`src/rtl/stall_collapse_pipe_if.sv`:
```
// Handshake and segmented datapath bundle for stall_collapse_pipe.
// Signal suffixes are named from the pipeline's point of view (slave side).
interface stall_collapse_pipe_if #(
    parameter int stages_p    = 3,
    parameter int width_sum_p = 112
);
    logic                   valid_i;
    logic                   ready_and_o;
    logic                   valid_o;
    logic                   ready_and_i;
    logic [width_sum_p-1:0] data_i;
    logic [width_sum_p-1:0] data_o;
    logic [stages_p-1:0]    en_o;

    modport slave (
        input  valid_i, ready_and_i, data_i,
        output ready_and_o, valid_o, data_o, en_o
    );

    modport master (
        output valid_i, ready_and_i, data_i,
        input  ready_and_o, valid_o, data_o, en_o
    );
endinterface

```
`src/rtl/stall_collapse_pipe.sv`:
```
// N-stage valid/ready pipeline with bubble-collapsing stalls and per-element data segments.
// Define STALL_COLLAPSE_DATA_GATE_EN to keep bubbles from loading segment data.
module stall_collapse_pipe #(
    parameter int              stages_p                  = 3,
    parameter int              widths_p [stages_p-1:0]   = '{64, 32, 16},
    parameter int              width_sum_p               = 112,
    parameter logic [stages_p-1:0] skip_p                = '0
) (
    input  logic                  clk_i,
    input  logic                  reset_n_i,
    stall_collapse_pipe_if.slave  pipe
);

    function automatic int seg_off(input int idx);
        int s;
        s = 0;
        for (int k = 0; k < idx; k++) s += widths_p[k];
        return s;
    endfunction

    logic [stages_p-1:0] v_q, v_d;
    logic [stages_p-1:0] v, vin, rdy, en;
    logic                carry;

    // Valids resolve input-to-output (skipped elements pass through), readies output-to-input.
    always_comb begin
        v_d   = v_q;
        v     = '0;
        vin   = '0;
        rdy   = '0;
        en    = '0;
        carry = pipe.valid_i;
        for (int i = stages_p - 1; i >= 0; i--) begin
            vin[i] = carry;
            v[i]   = skip_p[i] ? vin[i] : v_q[i];
            carry  = v[i];
        end
        carry = pipe.ready_and_i;
        for (int i = 0; i < stages_p; i++) begin
            rdy[i] = skip_p[i] ? carry : (~v[i] | carry);
            carry  = rdy[i];
            v_d[i] = skip_p[i] ? 1'b0 : (rdy[i] ? vin[i] : v_q[i]);
`ifdef STALL_COLLAPSE_DATA_GATE_EN
            en[i]  = rdy[i] & vin[i];
`else
            en[i]  = rdy[i];
`endif
        end
    end

    always_ff @(posedge clk_i or negedge reset_n_i) begin
        if (!reset_n_i) v_q <= '0;
        else            v_q <= v_d;
    end

    assign pipe.ready_and_o = rdy[stages_p-1];
    assign pipe.valid_o     = v[0];
    assign pipe.en_o        = en;

    for (genvar i = 0; i < stages_p; i++) begin : g_seg
        localparam int off_lp = seg_off(i);
        localparam int w_lp   = widths_p[i];
        if (skip_p[i]) begin : g_skip
            assign pipe.data_o[off_lp +: w_lp] = pipe.data_i[off_lp +: w_lp];
        end else begin : g_reg
            logic [w_lp-1:0] seg_q;
            always_ff @(posedge clk_i or negedge reset_n_i) begin
                if (!reset_n_i)  seg_q <= '0;
                else if (en[i])  seg_q <= pipe.data_i[off_lp +: w_lp];
            end
            assign pipe.data_o[off_lp +: w_lp] = seg_q;
        end
    end

endmodule

```
`src/flat_wrapper.sv`:
```
// flat-port wrapper written by rule: the top's interface ports become plain ports
module stall_collapse_pipe_flat 
#(
    parameter int              stages_p                  = 3,
    parameter int              widths_p [stages_p-1:0]   = '{64, 32, 16},
    parameter int              width_sum_p               = 112,
    parameter logic [stages_p-1:0] skip_p                = '0
)
  (clk_i, reset_n_i, pipe_valid_i, pipe_ready_and_i, pipe_data_i, pipe_ready_and_o, pipe_valid_o, pipe_data_o, pipe_en_o);
  stall_collapse_pipe_if #(.stages_p(stages_p), .width_sum_p(width_sum_p)) pipe_i ();
  input  logic clk_i;
  input  logic reset_n_i;
  input wire logic [$bits(pipe_i.valid_i)-1:0] pipe_valid_i;
  input wire logic [$bits(pipe_i.ready_and_i)-1:0] pipe_ready_and_i;
  input wire logic [$bits(pipe_i.data_i)-1:0] pipe_data_i;
  output wire logic [$bits(pipe_i.ready_and_o)-1:0] pipe_ready_and_o;
  output wire logic [$bits(pipe_i.valid_o)-1:0] pipe_valid_o;
  output wire logic [$bits(pipe_i.data_o)-1:0] pipe_data_o;
  output wire logic [$bits(pipe_i.en_o)-1:0] pipe_en_o;
  assign pipe_i.valid_i = pipe_valid_i;
  assign pipe_i.ready_and_i = pipe_ready_and_i;
  assign pipe_i.data_i = pipe_data_i;
  assign pipe_ready_and_o = pipe_i.ready_and_o;
  assign pipe_valid_o = pipe_i.valid_o;
  assign pipe_data_o = pipe_i.data_o;
  assign pipe_en_o = pipe_i.en_o;
  stall_collapse_pipe #(.stages_p(stages_p), .widths_p(widths_p), .width_sum_p(width_sum_p), .skip_p(skip_p)) u_core (.clk_i(clk_i), .reset_n_i(reset_n_i), .pipe(pipe_i));
endmodule
```
`config.mk`:
```
export PLATFORM = sky130hd
export DESIGN_NAME = stall_collapse_pipe_flat
export DESIGN_NICKNAME = d
export VERILOG_FILES = /design/src/rtl/stall_collapse_pipe_if.sv /design/src/rtl/stall_collapse_pipe.sv /design/src/flat_wrapper.sv
export SDC_FILE = /design/constraint.sdc
export NUM_CORES = 1
export LEC_CHECK = 0
export CAP_MARGIN = 0
export CORE_AREA = 5 5 113 115
export CTS_CLUSTER_DIAMETER = 40
export DETAILED_ROUTE_END_ITERATION = 8
export DIE_AREA = 0 0 118 120
export GPL_ROUTABILITY_DRIVEN = 1
export PLACE_DENSITY = 0.79
export SYNTH_ARGS = -nofsm -noshare
export SYNTH_HDL_FRONTEND = slang
export SYNTH_SLANG_ARGS = --single-unit
```
`constraint.sdc`:
```
create_clock -name clk_i -period 1.6 [get_ports clk_i]
set_input_delay 0.16 -clock clk_i [delete_from_list [all_inputs] [get_ports clk_i]]
set_output_delay 0.16 -clock clk_i [all_outputs]
set_load 0.02 [all_outputs]
```
==> flow_summary.ini, run 1 <==
[outcome]
status = completed

[min_path]
hold_path_depth = 2
whs_endpoint = u_core.v[2]
hold_class = input pin to flip-flop
min_from = pipe_valid_i

[pwr]
irDropWorstVdd_v = 0.000619
power_density_nw_per_um2 = 1160
power.total_mw = 8.78
p_leak_nw = 3.38

[synth]
ys_types = 9
netlist_top_cells_count = 115 x dfrtp_1, 74 x mux2_2, 38 x mux2_4
yosysWarningCount = 0
yosys.area.top_type = dfrtp_1
async_flop_share = 1.00
synth_top_area_frac = 0.651
synthTopCellsByArea = dfrtp_1 65%, mux2_2 19%, mux2_4 13%
synth_ff_type = dfrtp_1
synthesis.nets = 362
synthesis.area_sq_um = 4420
synth-edff-count = 0
synthCells = 246
ys_seq_elements = 115
synth.most_common_cell = dfrtp_1
seq_area_frac_synth = 0.651
synth_area_per_cell_sq_um = 18.0

[place]
place_congestion = 0.723
dp.cells = 625
dp_hpwl_um = 8860
io_buffers = 232

[finish]
area_growth_syn_to_layout_pct = 70.8
num-fill-cells = 870
multiInputGateArea_sq_um = 1450
drive_gt1_frac = 0.303
nets = 615
antennaDiodeCount = 0
seq_area_sq_um = 2880
fin_cells = 658

[floorplanning]
die_area_sq_um = 14200
ios = 233
die_h_um = 120
start_util = 0.377
fp.dieW_um = 118
core.rowCount = 40
core_area_sq_um = 11700

[cts]
htreeDepth = 4
cts-root-buf = clkbuf_16
cts.sink_count = 115
cts_tree = yes
cts_buffer_depth = 2
clkTransAtPathRegs_ps = 50
clock_latency_ps = 410
cts_buffers = 17

[worst_setup_path]
cp_top_family = buffers and inverters
ff2ff_setup_slack_ps = 90
crit_arrival_ps = 1400
crit_path_end_kind = output pin
required_ps = 1440
rr_worst_depth = 4
cp_slowest_cell = clkdlybuf4s50_1
worst-setup-path-type = flip-flop to output pin
regToRegEndpoint = u_core.g_seg[2].g_reg.seg_q[63]
cp_num_buf_inv = 1
crit-reg2reg-launch = u_core.v[1]
path_cells = clkdlybuf4s50_1
crit_fanout = 2
critPathMaxStageDelay_ps = 620
cp-start-kind = flip-flop

[sta]
period_needed_ps = 1560
whs_ps = 340
finalCritPeriodShare = 0.973
tightest_slew_ps = 604
maxSlewViolCount = 0
worst_slew_margin_rel = 0.597
finClkSkew_ps = 6.95
max_freq_mhz = 642
setup_violations = 0
hold_viol_final = 0

[routing]
wl_um = 12000
dr.pass1.iters = 4
avgViaCountPerCell = 4.65
detail_route.wl_per_cell_um = 18.3
ant_nets = 0
via_count = 3057
drtIter0Drc = 87
route.detailed.drc = 0

[global_routing]
antenna_found_initial = 0
grt_pass1_vias = 3501
grt_pass1_wl_um = 18700
gr-usage-all-layers = 0.171
grt_overflow = 0
grt_max_degree = 116

[flow_run]
drv_cap = 0
==> state kept, by name, summed over array words and instances (netlist names) <==
register,cells
u_core.g_seg.g_reg.seg_q,112
u_core.v,3
==> layout make-up <==
class / instances / area share
sequential: 115 / 0.381
tap: 147 / 0.0244
clock buffer: 26 / 0.0674
timing repair buffer: 247 / 0.333
multi-input combinational: 118 / 0.191
clock inverter: 5 / 0.00331
==> through the flow <==
stage,setup TNS [ps],cell area (sq um),setup slack [ps],util
finish,0,7550,43.0,0.645
global route,-4.75,7550,-4.75,0.645
CTS,0,7510,5.53,0.641
detailed placement,-9660,6970,-194,0.596
global placement,-8600,6970,-191,0.596
floorplan,0,4420,141,-
==> metal layers <==
layer | part of all wire | global-route usage | routed length [um] | vias to the layer above
met5 | 0 | 0 | 0 | -
met4 | 0.032 | 0.0824 | 380 | 0
met3 | 0.076 | 0.0683 | 910 | 33
met2 | 0.52 | 0.295 | 6250 | 146
met1 | 0.37 | 0.182 | 4490 | 1510
li1 | - | - | - | 1368
==> report_power, final <==
part           internal [mW]  switching (mW)
Clock                   2.16            1.22
Combinational           1.16           0.854
Sequential              3.22           0.168
==> what timing repair did <==
item                       in CTS  in global routing
buffers inserted                0                  1
hold endpoints to repair      115                  0
pin swaps                       1                  1
hold buffers                    1                  0
setup endpoints to repair       6                 14
gates resized for setup         9                 15
==> cells by family (layout without fill, tap and decap cells) <==
kind of cell,count (synthesis),count (layout),share of synthesized area
buffers and inverters,13,278,0.0221
and+or+nand+nor,6,6,0.00934
DFF,115,115,0.651
muxes,112,112,0.318
==> cells in the final DEF (no fill, tap or decap), drive strengths merged, types with 4 or more instances in the layout <==
| cell type | count |
|---|---|
| clkdlybuf4s50 | 213 |
| dfrtp | 115 |
| mux2 | 112 |
| clkbuf | 26 |
| buf | 16 |
| dlymetal6s2s | 12 |
| clkinv | 5 |
| nand2b | 4 |
| dlygate4sd2 | 4 |
==> how the worst max path moves through the flow <==
stage | depth (start not counted) | slack (ps) | endpoint | startpoint
after detailed placement | 4 | -190 | pipe_en_o[2] | pipe_ready_and_i
after CTS | 2 | 6 | pipe_ready_and_o | u_core.v[0]
final | 1 | 40 | pipe_data_o[95] | u_core.g_seg[2].g_reg.seg_q[47]
after global placement | 4 | -190 | pipe_en_o[2] | pipe_ready_and_i
after global routing | 3 | -5 | pipe_en_o[0] | u_core.v[0]
after floorplan | 3 | 140 | u_core.g_seg[1].g_reg.seg_q[17] | u_core.v[0]
Power figures use the tool's default switching activity.
==> run 2, diff against run 1 <==
--- a/config.mk
+++ b/config.mk
@@ -14,2 +14,3 @@
 export PLACE_DENSITY = 0.79
+export RECOVER_POWER = 25
 export SYNTH_ARGS = -nofsm -noshare
==> constraint.sdc (replaced) <==
create_clock -name clk_i -period 1.6 [get_ports clk_i]
set_input_delay 0.24 -clock clk_i [delete_from_list [all_inputs] [get_ports clk_i]]
set_output_delay 0.24 -clock clk_i [all_outputs]
set_load 0.02 [all_outputs]
==> run 2 against run 1 <==
Sequential cell count did not move. Count of clock-buffer cells in the layout shrank 3. Highest routed layer unchanged. Die area is the same. Clock power increased by 9.5%. Total power up 1.4%. Clock skew up 2.4 ps. Sequential power hardly changed. Via count decreased by 2.4%.
==> flow_summary.ini, run 2 (synthesis results as in run 1) <==
[cts]
cts-root-buf = clkbuf_16
htreeDepth = 4
cts.sink_count = 115
clock_latency_ps = 390
cts_buffers = 17
cts_buffer_depth = 2
cts_tree = yes
clkTransAtPathRegs_ps = 50

[worst_setup_path]
crit_fanout = 3
crit_arrival_ps = 1290
crit_path_end_kind = output pin
required_ps = 1360
cp-start-kind = flip-flop
worst-setup-path-type = flip-flop to output pin

[finish]
largest_register = u_core.g_seg.g_reg.seg_q
area_growth_syn_to_layout_pct = 70.6
largest_register_ffs = 112
final_design_area_no_fill_sq_um = 7540
antennaDiodeCount = 0
most-common-layout-cells = 115 x dfrtp_1, 114 x clkdlybuf4s50_1, 95 x dlygate4sd2_1
fin_util = 0.644
layout_commonest_cell = dfrtp_1
drive_gt1_frac = 0.317
nets = 617

[pwr]
irDropWorstVdd_v = 0.000585
p_leak_nw = 3.60
power.total_mw = 8.90
power_density_nw_per_um2 = 1180

[sta]
hold_viol_final = 0
fin_setup_tns_ps = 0
setup_violations = 0
rsz0062_at_grt = yes
tightest_slew_ps = 695
max_freq_mhz = 656
maxSlewViolCount = 0
finClkSkew_ps = 9.35
worst_slew_margin_rel = 0.537
finalCritPeriodShare = 0.953
whs_ps = 433
period_needed_ps = 1530

[routing]
dr.pass1.iters = 4
avgViaCountPerCell = 4.51
ant_nets = 0
drtIter0Drc = 82
detail_route.wl_per_cell_um = 17.8
via_count = 2983
wl_um = 11800
route.detailed.drc = 0

[global_routing]
use_met1 = 0.181
antenna_found_initial = 0
gr-usage-all-layers = 0.166
grt.met3_usage = 0.0688
globalRoute.busiestLayer = met2
grt_pass1_wl_um = 18600
grt_use_met2 = 0.292
grt_overflow = 0
grt_max_degree = 41
grt_pass1_vias = 3545

[flow_run]
drv_cap = 0

[min_path]
hold_class = input pin to flip-flop

[place]
place_congestion = 0.727
placed_cell_area_sq_um = 7030
io_buffers = 232
dp_hpwl_um = 9080

[floorplanning]
die_h_um = 120
fp.dieW_um = 118
core_area_sq_um = 11700
core.rowCount = 40
ios = 233
die_area_sq_um = 14200
start_util = 0.377

[outcome]
status = completed
## run 2: worst max-delay path: stages (launching register included)
cell and delay (ps):
dfrtp_1 370, buf_4 140, nand2b_1 100, clkdlybuf4s15_2 290
## run 2: final timing paths
path                              start                              end  slack (ps)  cells after the start
max                         u_core.v[0]                     pipe_en_o[0]          70                      3
min                        pipe_valid_i                      u_core.v[2]         430                      2
max reg2reg                 u_core.v[1]  u_core.g_seg[2].g_reg.seg_q[63]          90                      4
min reg2reg                 u_core.v[2]                      u_core.v[1]         490                      1
max in group asynchronous     reset_n_i  u_core.g_seg[0].g_reg.seg_q[13]         240                      3
min in group asynchronous     reset_n_i  u_core.g_seg[2].g_reg.seg_q[42]         440                      2
## run 2: report_power, final
group          internal (mW)  leakage (nW)  total (mW)  switching [mW]
Clock                   2.45         0.285        3.69            1.24
Combinational          0.986          1.98        1.84           0.850
Sequential              3.22          1.34        3.38           0.156
Total                   6.65          3.60        8.90            2.25
## run 2: through the flow
stage	instances	worst slack, ps
final	661	74.8
after global routing	661	-27.6
after CTS	660	-74.1
after detailed placement	627	-332
after global placement	627	-300
after floorplan	246	141
## run 2: metal layers
metal | wire [um] | share of wire
met3 | 801 | 0.068
met4 | 113 | 0.0096
met2 | 6330 | 0.54
met5 | 0 | 0
met1 | 4520 | 0.38
## run 2: layout make-up
type | count | area (sq um)
Clock buffer | 23 | 488
Clock inverter | 9 | 103
Fill cell | 908 | 4170
Multi-Input combinational cell | 118 | 1450
Sequential cell | 115 | 2880
Tap cell | 147 | 184
Timing Repair Buffer | 249 | 2440
## run 2: timing repair
item / in CTS / in global routing
setup endpoints to repair: 99 / 46
gates resized for setup: 102 / 25
pin swaps: 0 / 1
hold endpoints to repair: 25 / 0
setup buffers: 0 / 1
hold buffers: 1 / 0
==> run 3, diff against run 2 <==
Settings changed: CORE_AREA 5 5 113 115 to 5 5 112 114, DIE_AREA 0 0 118 120 to 0 0 117 119, DONT_BUFFER_PORTS from default to 1, MAX_ROUTING_LAYER from default to met4, PLACE_DENSITY 0.79 to 0.54.
==> run 3 against run 2 <==
The flow now stops in 4_1_cts. Synthesized area unchanged. Synthesized cell count unchanged.
==> flow_summary.ini, run 3 <==
[cts]
cts_resized = 3
hold_buffers = 101
cts_buffers = 17
postCtsSetupRepairBufs = 4
cts_buffer_depth = 2
cts-root-buf = clkbuf_16
htreeDepth = 4
cts.sink_count = 115

[synth]
synthCells = 246
synth_ff_type = dfrtp_1
ys_seq_elements = 115
synth_top_area_frac = 0.651
netlist_top_cells_count = 115 x dfrtp_1, 74 x mux2_2, 38 x mux2_4
seq_area_frac_synth = 0.651
synth.most_common_cell = dfrtp_1
yosys.area.top_type = dfrtp_1
synthesis.area_sq_um = 4420
ys_types = 9
synthTopCellsByArea = dfrtp_1 65%, mux2_2 19%, mux2_4 13%
async_flop_share = 1.00
synthesis.nets = 362
synth_area_per_cell_sq_um = 18.0
synth-edff-count = 0
yosysWarningCount = 0

[outcome]
firstError = [ERROR RSZ-0060] Max buffer count reached.
status = aborted with a tool error
stop_stage = 4_1_cts

[place]
io_buffers = 0
dp_hpwl_um = 6780
place_congestion = 0.708

[floorplanning]
start_util = 0.390
ios = 233
fp.dieW_um = 117
die_h_um = 119
core.rowCount = 39
-- run 3: cell families after synthesis --
group                  count (synthesis)  synth area share
and+or+nand+nor                        6           0.00934
buffers and inverters                 13            0.0221
muxes                                112             0.318
DFF                                  115             0.651
-- run 3: through the flow --
stage               instances  cell area (sq um)  worst slack [ps]  hold slack [ps]  utilization
detailed placement        385               4620               140            -52.6        0.408
global placement          385               4620               174            -52.8        0.408
floorplan                 246               4420               141            -55.6            -
==> run 4, diff against run 3 <==
Settings changed: CORE_AREA 5 5 112 114 to 5 5 139 141, CTS_CLUSTER_DIAMETER 40 to default, DIE_AREA 0 0 117 119 to 0 0 144 146, MAX_ROUTING_LAYER met4 to default, PLACE_DENSITY 0.54 to default, PLACE_DENSITY_LB_ADDON from default to 0.15.
==> run 4 against run 3 <==
The run again fails in 4_1_cts. Synthesized cell count is the same. Synthesized area is the same.
==> flow_summary.ini, run 4 <==
[synth]
synth.most_common_cell = dfrtp_1
synthesis.nets = 362
synthesis.area_sq_um = 4420
synthTopCellsByArea = dfrtp_1 65%, mux2_2 19%, mux2_4 13%
yosys.area.top_type = dfrtp_1
async_flop_share = 1.00
synth_ff_type = dfrtp_1
synth_area_per_cell_sq_um = 18.0
seq_area_frac_synth = 0.651
yosysWarningCount = 0
ys_seq_elements = 115
synthCells = 246
ys_types = 9
synth_top_area_frac = 0.651
synth-edff-count = 0
netlist_top_cells_count = 115 x dfrtp_1, 74 x mux2_2, 38 x mux2_4

[outcome]
status = aborted with a tool error
firstError = [ERROR RSZ-0060] Max buffer count reached.
stop_stage = 4_1_cts

[cts]
htreeDepth = 4
cts_buffer_depth = 2
cts-root-buf = clkbuf_16
cts_buffers = 17
postCtsSetupRepairBufs = 1
hold_buffers = 101
cts.sink_count = 115
cts_resized = 1

[place]
io_buffers = 0
place_congestion = 0.682
dp_hpwl_um = 7140

[floorplanning]
ios = 233
fp.dieW_um = 144
start_util = 0.248
core.rowCount = 49
die_h_um = 146
[run 4: cell counts after synthesis]
Identical to the previous run, type by type.
[run 4: cell families after synthesis]
group / after synthesis / share of synthesized area
AND/OR/NAND/NOR: 6 / 0.00934
multiplexers: 112 / 0.318
buffers and inverters: 13 / 0.0221
flip-flops: 115 / 0.651
[run 4: stage by stage]
step	util	instances	setup WS [ps]	hold WS, ps	instance area, sq um
detailed placement	0.266	471	202	-52.1	4740
floorplan	-	246	141	-55.6	4420
global placement	0.266	471	226	-51.5	4740
